**src/rtl/cdb_arbiter_pkg.sv**
```systemverilog
// Shared common-data-bus definitions used by the register file, reservation stations
// and the CDB arbiter.
package cdb_arbiter_pkg;

  localparam int unsigned CDB_NUM_SRC    = 4;
  localparam int unsigned CDB_DATA_W     = 32;
  localparam int unsigned CDB_LABEL_W    = 5;
  // A label of zero marks an operand with no outstanding producer.
  localparam int unsigned CDB_LABEL_NONE = 0;

endpackage

```
**src/rtl/cdb_arbiter_rr_picker.sv**
```systemverilog
// Combinational round-robin picker: the first set request at or after the pointer wins.
module cdb_arbiter_rr_picker #(
  parameter int unsigned N     = 4,
  parameter int unsigned PTR_W = $clog2(N)
) (
  input  logic [N-1:0]     i_req,
  input  logic [PTR_W-1:0] i_ptr,
  output logic [N-1:0]     o_grant,
  output logic             o_valid
);

  localparam logic [PTR_W:0] NumL = (PTR_W+1)'(N);

  always_comb begin
    logic [PTR_W:0] sum;
    logic [PTR_W:0] idx;
    o_grant = '0;
    o_valid = 1'b0;
    sum     = '0;
    idx     = '0;
    for (int unsigned j = 0; j < N; j++) begin
      // Pointer and offset are both below N, so one conditional subtract wraps.
      sum = {1'b0, i_ptr} + j[PTR_W:0];
      idx = (sum >= NumL) ? sum - NumL : sum;
      if (!o_valid && i_req[idx[PTR_W-1:0]]) begin
        o_grant[idx[PTR_W-1:0]] = 1'b1;
        o_valid                 = 1'b1;
      end
    end
  end

endmodule

```
**src/rtl/cdb_arbiter.sv**
```systemverilog
// Common-data-bus arbiter: one holding buffer per source, round-robin broadcast of one
// result per cycle onto registered BCEN/BClabel/BCdata.
module cdb_arbiter
  import cdb_arbiter_pkg::*;
#(
  parameter int unsigned NUM_SRC = CDB_NUM_SRC,
  parameter int unsigned DATA_W  = CDB_DATA_W,
  parameter int unsigned LABEL_W = CDB_LABEL_W
) (
  input  logic                       clk,
  input  logic                       nRST,
  input  logic                       flush,
  input  logic [NUM_SRC-1:0]         src_valid,
  input  logic [NUM_SRC*LABEL_W-1:0] src_label,
  input  logic [NUM_SRC*DATA_W-1:0]  src_data,
  output logic [NUM_SRC-1:0]         src_ready,
  output logic                       BCEN,
  output logic [LABEL_W-1:0]         BClabel,
  output logic [DATA_W-1:0]          BCdata,
  output logic                       proto_err,
  output logic [15:0]                bc_count
);

  localparam int unsigned PTR_W = $clog2(NUM_SRC);

  logic [NUM_SRC-1:0]              r_full;
  logic [NUM_SRC-1:0][LABEL_W-1:0] r_label;
  logic [NUM_SRC-1:0][DATA_W-1:0]  r_data;
  logic [PTR_W-1:0]                r_ptr;
  logic                            r_bcen;
  logic [LABEL_W-1:0]              r_bclabel;
  logic [DATA_W-1:0]               r_bcdata;
  logic                            r_err;
  logic [15:0]                     r_cnt;

  logic [NUM_SRC-1:0] w_grant;
  logic               w_grant_valid;
  logic [NUM_SRC-1:0] w_accept;
  logic [NUM_SRC-1:0] w_label_ok;
  logic [PTR_W-1:0]   w_ptr_next;
  logic [LABEL_W-1:0] w_sel_label;
  logic [DATA_W-1:0]  w_sel_data;

  cdb_arbiter_rr_picker #(
    .N     (NUM_SRC),
    .PTR_W (PTR_W)
  ) u_picker (
    .i_req   (r_full),
    .i_ptr   (r_ptr),
    .o_grant (w_grant),
    .o_valid (w_grant_valid)
  );

  // A granted buffer frees this edge, so it can take a new result at the same time.
  assign src_ready = (~r_full | w_grant) & {NUM_SRC{nRST & ~flush}};
  assign w_accept  = src_valid & src_ready;

  always_comb begin
    w_label_ok  = '0;
    w_ptr_next  = r_ptr;
    w_sel_label = '0;
    w_sel_data  = '0;
    for (int unsigned i = 0; i < NUM_SRC; i++) begin
      w_label_ok[i] = src_label[i*LABEL_W +: LABEL_W] != LABEL_W'(CDB_LABEL_NONE);
      if (w_grant[i]) begin
        w_ptr_next  = (i == NUM_SRC - 1) ? '0 : PTR_W'(i + 1);
        w_sel_label = w_sel_label | r_label[i];
        w_sel_data  = w_sel_data | r_data[i];
      end
    end
  end

  always_ff @(posedge clk or negedge nRST) begin
    if (!nRST) begin
      r_full    <= '0;
      r_label   <= '0;
      r_data    <= '0;
      r_ptr     <= '0;
      r_bcen    <= 1'b0;
      r_bclabel <= '0;
      r_bcdata  <= '0;
      r_err     <= 1'b0;
      r_cnt     <= '0;
    end else if (flush) begin
      r_full <= '0;
      r_bcen <= 1'b0;
    end else begin
      r_bcen <= w_grant_valid;
      if (w_grant_valid) begin
        r_bclabel <= w_sel_label;
        r_bcdata  <= w_sel_data;
        r_ptr     <= w_ptr_next;
        if (r_cnt != 16'hFFFF) r_cnt <= r_cnt + 16'd1;
      end
      for (int unsigned i = 0; i < NUM_SRC; i++) begin
        if (w_accept[i]) begin
          // Label-0 transfers are taken off the source but never held.
          r_full[i]  <= w_label_ok[i];
          r_label[i] <= src_label[i*LABEL_W +: LABEL_W];
          r_data[i]  <= src_data[i*DATA_W +: DATA_W];
        end else if (w_grant[i]) begin
          r_full[i] <= 1'b0;
        end
      end
      if ((w_accept & ~w_label_ok) != '0) r_err <= 1'b1;
    end
  end

  assign BCEN      = r_bcen;
  assign BClabel   = r_bclabel;
  assign BCdata    = r_bcdata;
  assign proto_err = r_err;
  assign bc_count  = r_cnt;

endmodule

```
**config.mk**
```make
export PLATFORM = sky130hd
export DESIGN_NAME = cdb_arbiter
export DESIGN_NICKNAME = d
export VERILOG_FILES = /design/src/rtl/cdb_arbiter_pkg.sv /design/src/rtl/cdb_arbiter_rr_picker.sv /design/src/rtl/cdb_arbiter.sv
export SDC_FILE = /design/constraint.sdc
export NUM_CORES = 1
export LEC_CHECK = 0
export BUFFER_PORTS_ARGS = -buffer_cell sky130_fd_sc_hd__buf_4
export CAP_MARGIN = 20
export CORE_MARGIN = 1.5
export CORE_UTILIZATION = 55
export CTS_CLUSTER_DIAMETER = 40
export DETAILED_ROUTE_END_ITERATION = 6
export PLACE_DENSITY = 0.83
export SLEW_MARGIN = 15
export SYNTH_ARGS = -nofsm -noshare
export SYNTH_HDL_FRONTEND = slang
export SYNTH_SLANG_ARGS = --single-unit
```
**constraint.sdc**
```tcl
create_clock -name clk -period 5.81 [get_ports clk]
set_clock_uncertainty 0.05 [all_clocks]
set_input_delay 0 -clock clk [delete_from_list [all_inputs] [get_ports clk]]
set_output_delay 0 -clock clk [all_outputs]
set_load 0.03 [all_outputs]
```
---- Yosys cells after proc, flatten, opt, wreduce, memory -nomap -nowiden ----
Index checks and enable logic that the tools add are counted.
word-level totals
  bits of input ports ..................... 155
  register bits ........................... 209
  logic and storage cells ................. 134
  output and inout bits ................... 59
operators by class
  add/sub/neg operators ................... 8
  eq/ne operators ......................... 1
  reduce and logical (&&, ||, !) cells .... 28
  mux-type cells .......................... 50
  bitwise gates (word level) .............. 17
  order comparisons ....................... 12
operators by type and width
  kind                     number
  $mux W32                 4
  $or A32 B32 Y32          3
  $mux W1                  21
  $mux W4                  5
  $mux W5                  4
  $reduce_bool A5 Y1       4
  $add A16 B1 Y16 const B  1
  $mux W2                  8
  $ne A16 B16 Y1 const B   1
  $or A4 B4 Y4             4
  $or A5 B5 Y5             3
  $and A4 B4 Y4            3
  $lt A2 B3 Y1 const B     4
  $reduce_and A2 Y1        6
  $reduce_bool A3 Y1       4
  $ge A3 B3 Y1 const B     3
  $bmux W1 S2              4
  $demux W1 S2             4
  $ge A2 B1 Y1 const B     4
  $not A4 Y4               2
  $reduce_bool A4 Y1       2
  $sub A2 B1 Y2 const B    4
  $logic_and A1 B1 Y1      7
  $add A2 B2 Y3 const B    2
  other kinds (6)          9

---- Depth between registers and ports, before layout ----
  word-level depth ........................ 21
  gate-level depth with buffers ........... 11

---- Cells and area by module ----
Synthesis repeated with hierarchy kept, for this count alone.
unflattened totals
  cell total of the unflattened synthesis .. 693
  area, all modules ....................... 9072.5 µm²
modules (own cells, without submodules)
  module                 cells an instance  times used  area an instance (µm²)  sequential area each (µm²)
  cdb_arbiter            631                1           8564.5                  5230.0
  cdb_arbiter_rr_picker  62                 1           508.0                   0.0

---- Worst setup path after synthesis ----
No wires, ideal clock.
  path type ............................... reg2reg
  from .................................... register r_ptr[0]
  to ...................................... register r_data[16] (netlist name)
  arrival ................................. 3.173 ns
  path slack .............................. 2.462 ns
  buffers on the path ..................... 3
  setup time .............................. 0.125 ns
  required time ........................... 5.635 ns
  stages on the path, launching flop included .. 11
  clock period less this slack ............ 3.348 ns
  cell sequence ........................... dfrtp_1 -> buf_2 -> inv_1 -> ha_1 -> mux4_2 -> or3b_1 -> a22o_1 -> a31oi_1 -> buf_4 -> buf_6 -> mux2_2
on the way
  longest elaborated chain between the ends .. 18
ends and longest elaborated chain
  item                                                                    RTL line                     RTL
  start: declaration                                                      cdb_arbiter.sv:29            logic [PTR_W-1:0] r_ptr;
  start signal: assignment                                                cdb_arbiter.sv:92            r_ptr <= w_ptr_next;
  parallel branches: the longest is 13 deep, another holds $add A2 B1 Y3  -
  $mux W4 *                                                               cdb_arbiter_rr_picker.sv:25  if (!o_valid && i_req[idx[PTR_W-1:0]]) begin
  $or A4 B4 Y4 *                                                          cdb_arbiter.sv:55            assign src_ready = (~r_full | w_grant) & {NUM_SRC{nRST & ~flush}};
  $and A4 B4 Y4 *                                                         cdb_arbiter.sv:55
  $and A4 B4 Y4 *                                                         cdb_arbiter.sv:56            assign w_accept = src_valid & src_ready;
  $reduce_and A2 Y1 (no source line) *                                    -
  end signal: indexed assignment                                          cdb_arbiter.sv:100           r_data[i] <= src_data[i*DATA_W +: DATA_W];
  end: declaration                                                        cdb_arbiter.sv:28            logic [NUM_SRC-1:0][DATA_W-1:0] r_data;
Mark *: on every way between the ends. The select of a mux whose other input is x is not followed.
A chain may end at the register's enable or synchronous reset.

---- Final worst setup path ----
  from .................................... register r_ptr[0]
  to ...................................... register r_err, in the netlist proto_err
on the way
  longest elaborated chain between the ends .. 20
ends and longest elaborated chain
  item                                                                    RTL line                     RTL
  parallel branches: the longest is 13 deep, another holds $add A2 B1 Y3  -
  $mux W4 *                                                               cdb_arbiter_rr_picker.sv:25
  $or A4 B4 Y4 *                                                          cdb_arbiter.sv:55
  $and A4 B4 Y4 *                                                         cdb_arbiter.sv:55
  $and A4 B4 Y4 *                                                         cdb_arbiter.sv:56
  $and A4 B4 Y4 *                                                         cdb_arbiter.sv:105           if ((w_accept & ~w_label_ok) != '0) r_err <= 1'b1;
  $reduce_bool A4 Y1 *                                                    cdb_arbiter.sv:105
  $reduce_and A2 Y1 (no source line) *                                    -
  end signal: assignment                                                  cdb_arbiter.sv:82            r_err <= 1'b0;
  end signal: assignment                                                  cdb_arbiter.sv:105
  end: declaration                                                        cdb_arbiter.sv:33            logic r_err;
Marks and branches as above.

==> impl_metrics.tcl <==
set metrics [dict create \
    cp.required_ns 6.24 \
    worst_slew_pin_slew_ns 1.165 \
    drtIter0Drc 914 \
    finalWorstPathRequiredPeriod_ns 4.717 \
    grt_start_max_net_pins 84 \
    place.gp.congestion 0.8681 \
    synth_cells 696 \
    endpoint_kind "register" \
    clk_pin_slew_worst_paths_ns 0.06 \
    synth_cell_types 56 \
    yosysSeqAreaShare 0.5729 \
    yosysWarnings 0 \
    ys_ff_latch 209 \
    hold_path.class "input port to asynchronous set/reset pin" \
    final_common_cell "buf_4" \
    path_class "register to register" \
    drc 7 \
    slowest_delay_ns 1.02 \
    synthToLayoutAreaGrowth_pct 48.42 \
    first_pass_iters 7 \
    cts.sinks 209 \
    synth.avg_cell_area_um2 13.12 \
    insertion_delay_ns 0.54 \
    max_freq_mhz 212.0 \
    synth_nets 858 \
    drive_gt1_frac 0.3958 \
    status "complete, but fails checks" \
    cts_tree "built" \
    post-route-util 0.8438 \
    gr-total-overflow 0 \
    io_buffer_count 213 \
    p_leak_nw 5.976 \
    rows 46 \
    crit_arrival_ns 5.14 \
    fp.dieArea_um2 17380 \
    grt_pass1_vias 8811 \
    maxCapViolations 0 \
    report.final.slew_viol_count 0 \
    cts_root_buffer "clkbuf_16" \
    drt-total-wl_um 30470 \
    slew_headroom 0.2233 \
    cts.path.max_buffers 3 \
    grt_antenna_before_repair 1 \
    path_max_fanout 38 \
    die_x_um 131.8 \
    netlist_area_um2 9129 \
    place_hpwl_um 15440 \
    core_region_area_um2 16060 \
    ioPinCount 214 \
    place_ws_ns 1.597 \
    die_y_um 131.8 \
    finalHoldViolations 0 \
    grt_pass1_wl_um 47670 \
    violations "design-rule violations" \
    worst-path-buf-inv 2 \
    synth_async_sr_flop_share 1.000 \
    vias 7901 \
    cts-buffers-inserted 29 \
    ys.flop_type "dfrtp_1" \
    startpoint_type "register" \
    grt_usage 0.3529 \
    viasPerCell 6.073 \
    rsz0062_at_grt "no" \
    final_cell_mix "buf_4 (220), dfrtp_1 (209), dlygate4sd3_1 (157), mux2_2 (134), nor2_1 (44)" \
    fin_setup_tns_ns 0 \
    crit_path_cell_trace "inv_1, ha_1, mux4_2, or3b_1, a21oi_1, o311a_2, nand2_1, nand4_1, dlygate4sd3_1" \
    min_period_over_period 0.8119 \
    whs_ns 0.01009 \
    slowest_stage "o311a_2" \
    initial_utilization 0.5685 \
    synth_edf_count 0 \
    cts.htree.levels 1 \
    irDropWorstVdd_uv 332.0 \
    setup_slack_ns 1.093 \
    fin_nets 1223 \
    cts_resized 0 \
    cpLargestDelayFamily "compound AO/OA/AOI/OAI gates" \
    drt.antenna.violating_nets 0 \
    wl_per_cell_um 23.42 \
    setup_viol 0 \
    p_per_area_nw_per_um2 504.1 \
]
==> synthesized netlist by cell type (all sizes together) (2+ instances only) <==
cell | number | area, um^2
a2111oi | 2 | 55.05
a21oi | 24 | 120.1
a222oi | 37 | 370.4
a31oi | 31 | 193.9
and2 | 7 | 43.79
and4 | 3 | 26.28
buf | 23 | 163.9
clkbuf | 22 | 82.58
dfrtp | 209 | 5230
ha | 7 | 87.58
inv | 11 | 41.29
mux2 | 150 | 1689
mux2i | 3 | 30.03
mux4 | 3 | 67.56
nand2 | 43 | 161.4
nand2b | 2 | 12.51
nand3 | 8 | 52.55
nand4 | 5 | 31.28
nor2 | 44 | 165.2
nor2b | 4 | 25.02
o211ai | 4 | 48.79
o21a | 2 | 15.01
o21ai | 5 | 25.02
o21bai | 2 | 15.01
o22ai | 4 | 25.02
o2bb2ai | 2 | 23.77
or2 | 3 | 18.77
or3b | 3 | 26.28
or4 | 4 | 30.03
xnor2 | 12 | 105.1
xor2 | 2 | 17.52
==> routing by layer <==
layer  routed length (um)  GRT usage  vias to the layer above  share of wire
met4                 1639     0.1938                        0          0.054
met3                 2285    0.06075                      141          0.075
met2                15870     0.6307                      498           0.52
li1                     -          -                     3318              -
met1                10670     0.4033                     3944           0.35
met5                    0          0                        -              0
==> power breakdown <==
| part | internal, mW | switching [mW] | leakage (nW) |
|---|---|---|---|
| clock | 1.24 | 0.717 | 0.524 |
| combinational | 1.08 | 1.46 | 2.96 |
| sequential | 1.95 | 0.381 | 2.49 |
| total | 4.27 | 2.56 | 5.98 |
==> state kept, by name, summed over array words and instances, names as in the netlist <==
name / flops
BCEN: 1
BCdata: 32
BClabel: 5
bc_count: 16
proto_err: 1
r_data: 128
r_full: 4
r_label: 20
r_ptr: 2
==> cell type report <==
type | instances | area, um^2
Tap cell | 216 | 270.3
Fill cell | 782 | 2509
Clock buffer | 33 | 770.7
Inverter | 11 | 41.29
Multi-Input combinational cell | 431 | 3656
Sequential cell | 209 | 5230
Timing Repair Buffer | 379 | 3264
Antenna cell | 1 | 2.502
Clock inverter | 21 | 314.1
==> cells by family (layout without fill, tap and decap cells) <==
family | Yosys count | count (layout) | synth area share
flops | 209 | 209 | 0.5729
mux | 156 | 156 | 0.1957
simple gates | 132 | 132 | 0.06990
compound gates | 122 | 122 | 0.1069
buf+inv | 56 | 444 | 0.03152
xor+xnor | 14 | 14 | 0.01343
fa+ha+maj | 7 | 7 | 0.009594
other cells | 0 | 1 | 0
==> what timing repair did <==
item | 4_1_cts | 5_1_grt
hold buffers | 157 | 0
setup buffers | 0 | 0
endpoints found under the setup margin | 0 | 0
hold endpoints to repair | 228 | 0
==> metrics by stage <==
stage / total power [mW] / cell area [um^2] / std cells
after floorplan: 3.770 / 9129 / 696
after global placement: 4.492 / 10860 / 1088
after detailed placement: 4.611 / 10890 / 1089
after CTS: 6.654 / 13550 / 1300
after global routing: 7.094 / 13550 / 1301
final: 6.831 / 13550 / 1301
==> final timing paths <==
| path | from | end | depth (start not counted) | slack (ns) |
|---|---|---|---|---|
| setup / recovery | r_ptr[0] | proto_err | 9 | 1.09 |
| hold / removal | nRST | r_data[67] | 2 | 0.01 |
| setup reg to reg | r_ptr[0] | proto_err | 9 | 1.09 |
| hold reg to reg | r_label[11] | r_label[11] | 1 | 0.44 |
| max in group asynchronous | nRST | r_data[23] | 3 | 4.31 |
| min in group clk | flush | r_full[3] | 3 | 0.17 |
(Power assumes the default switching activity.)
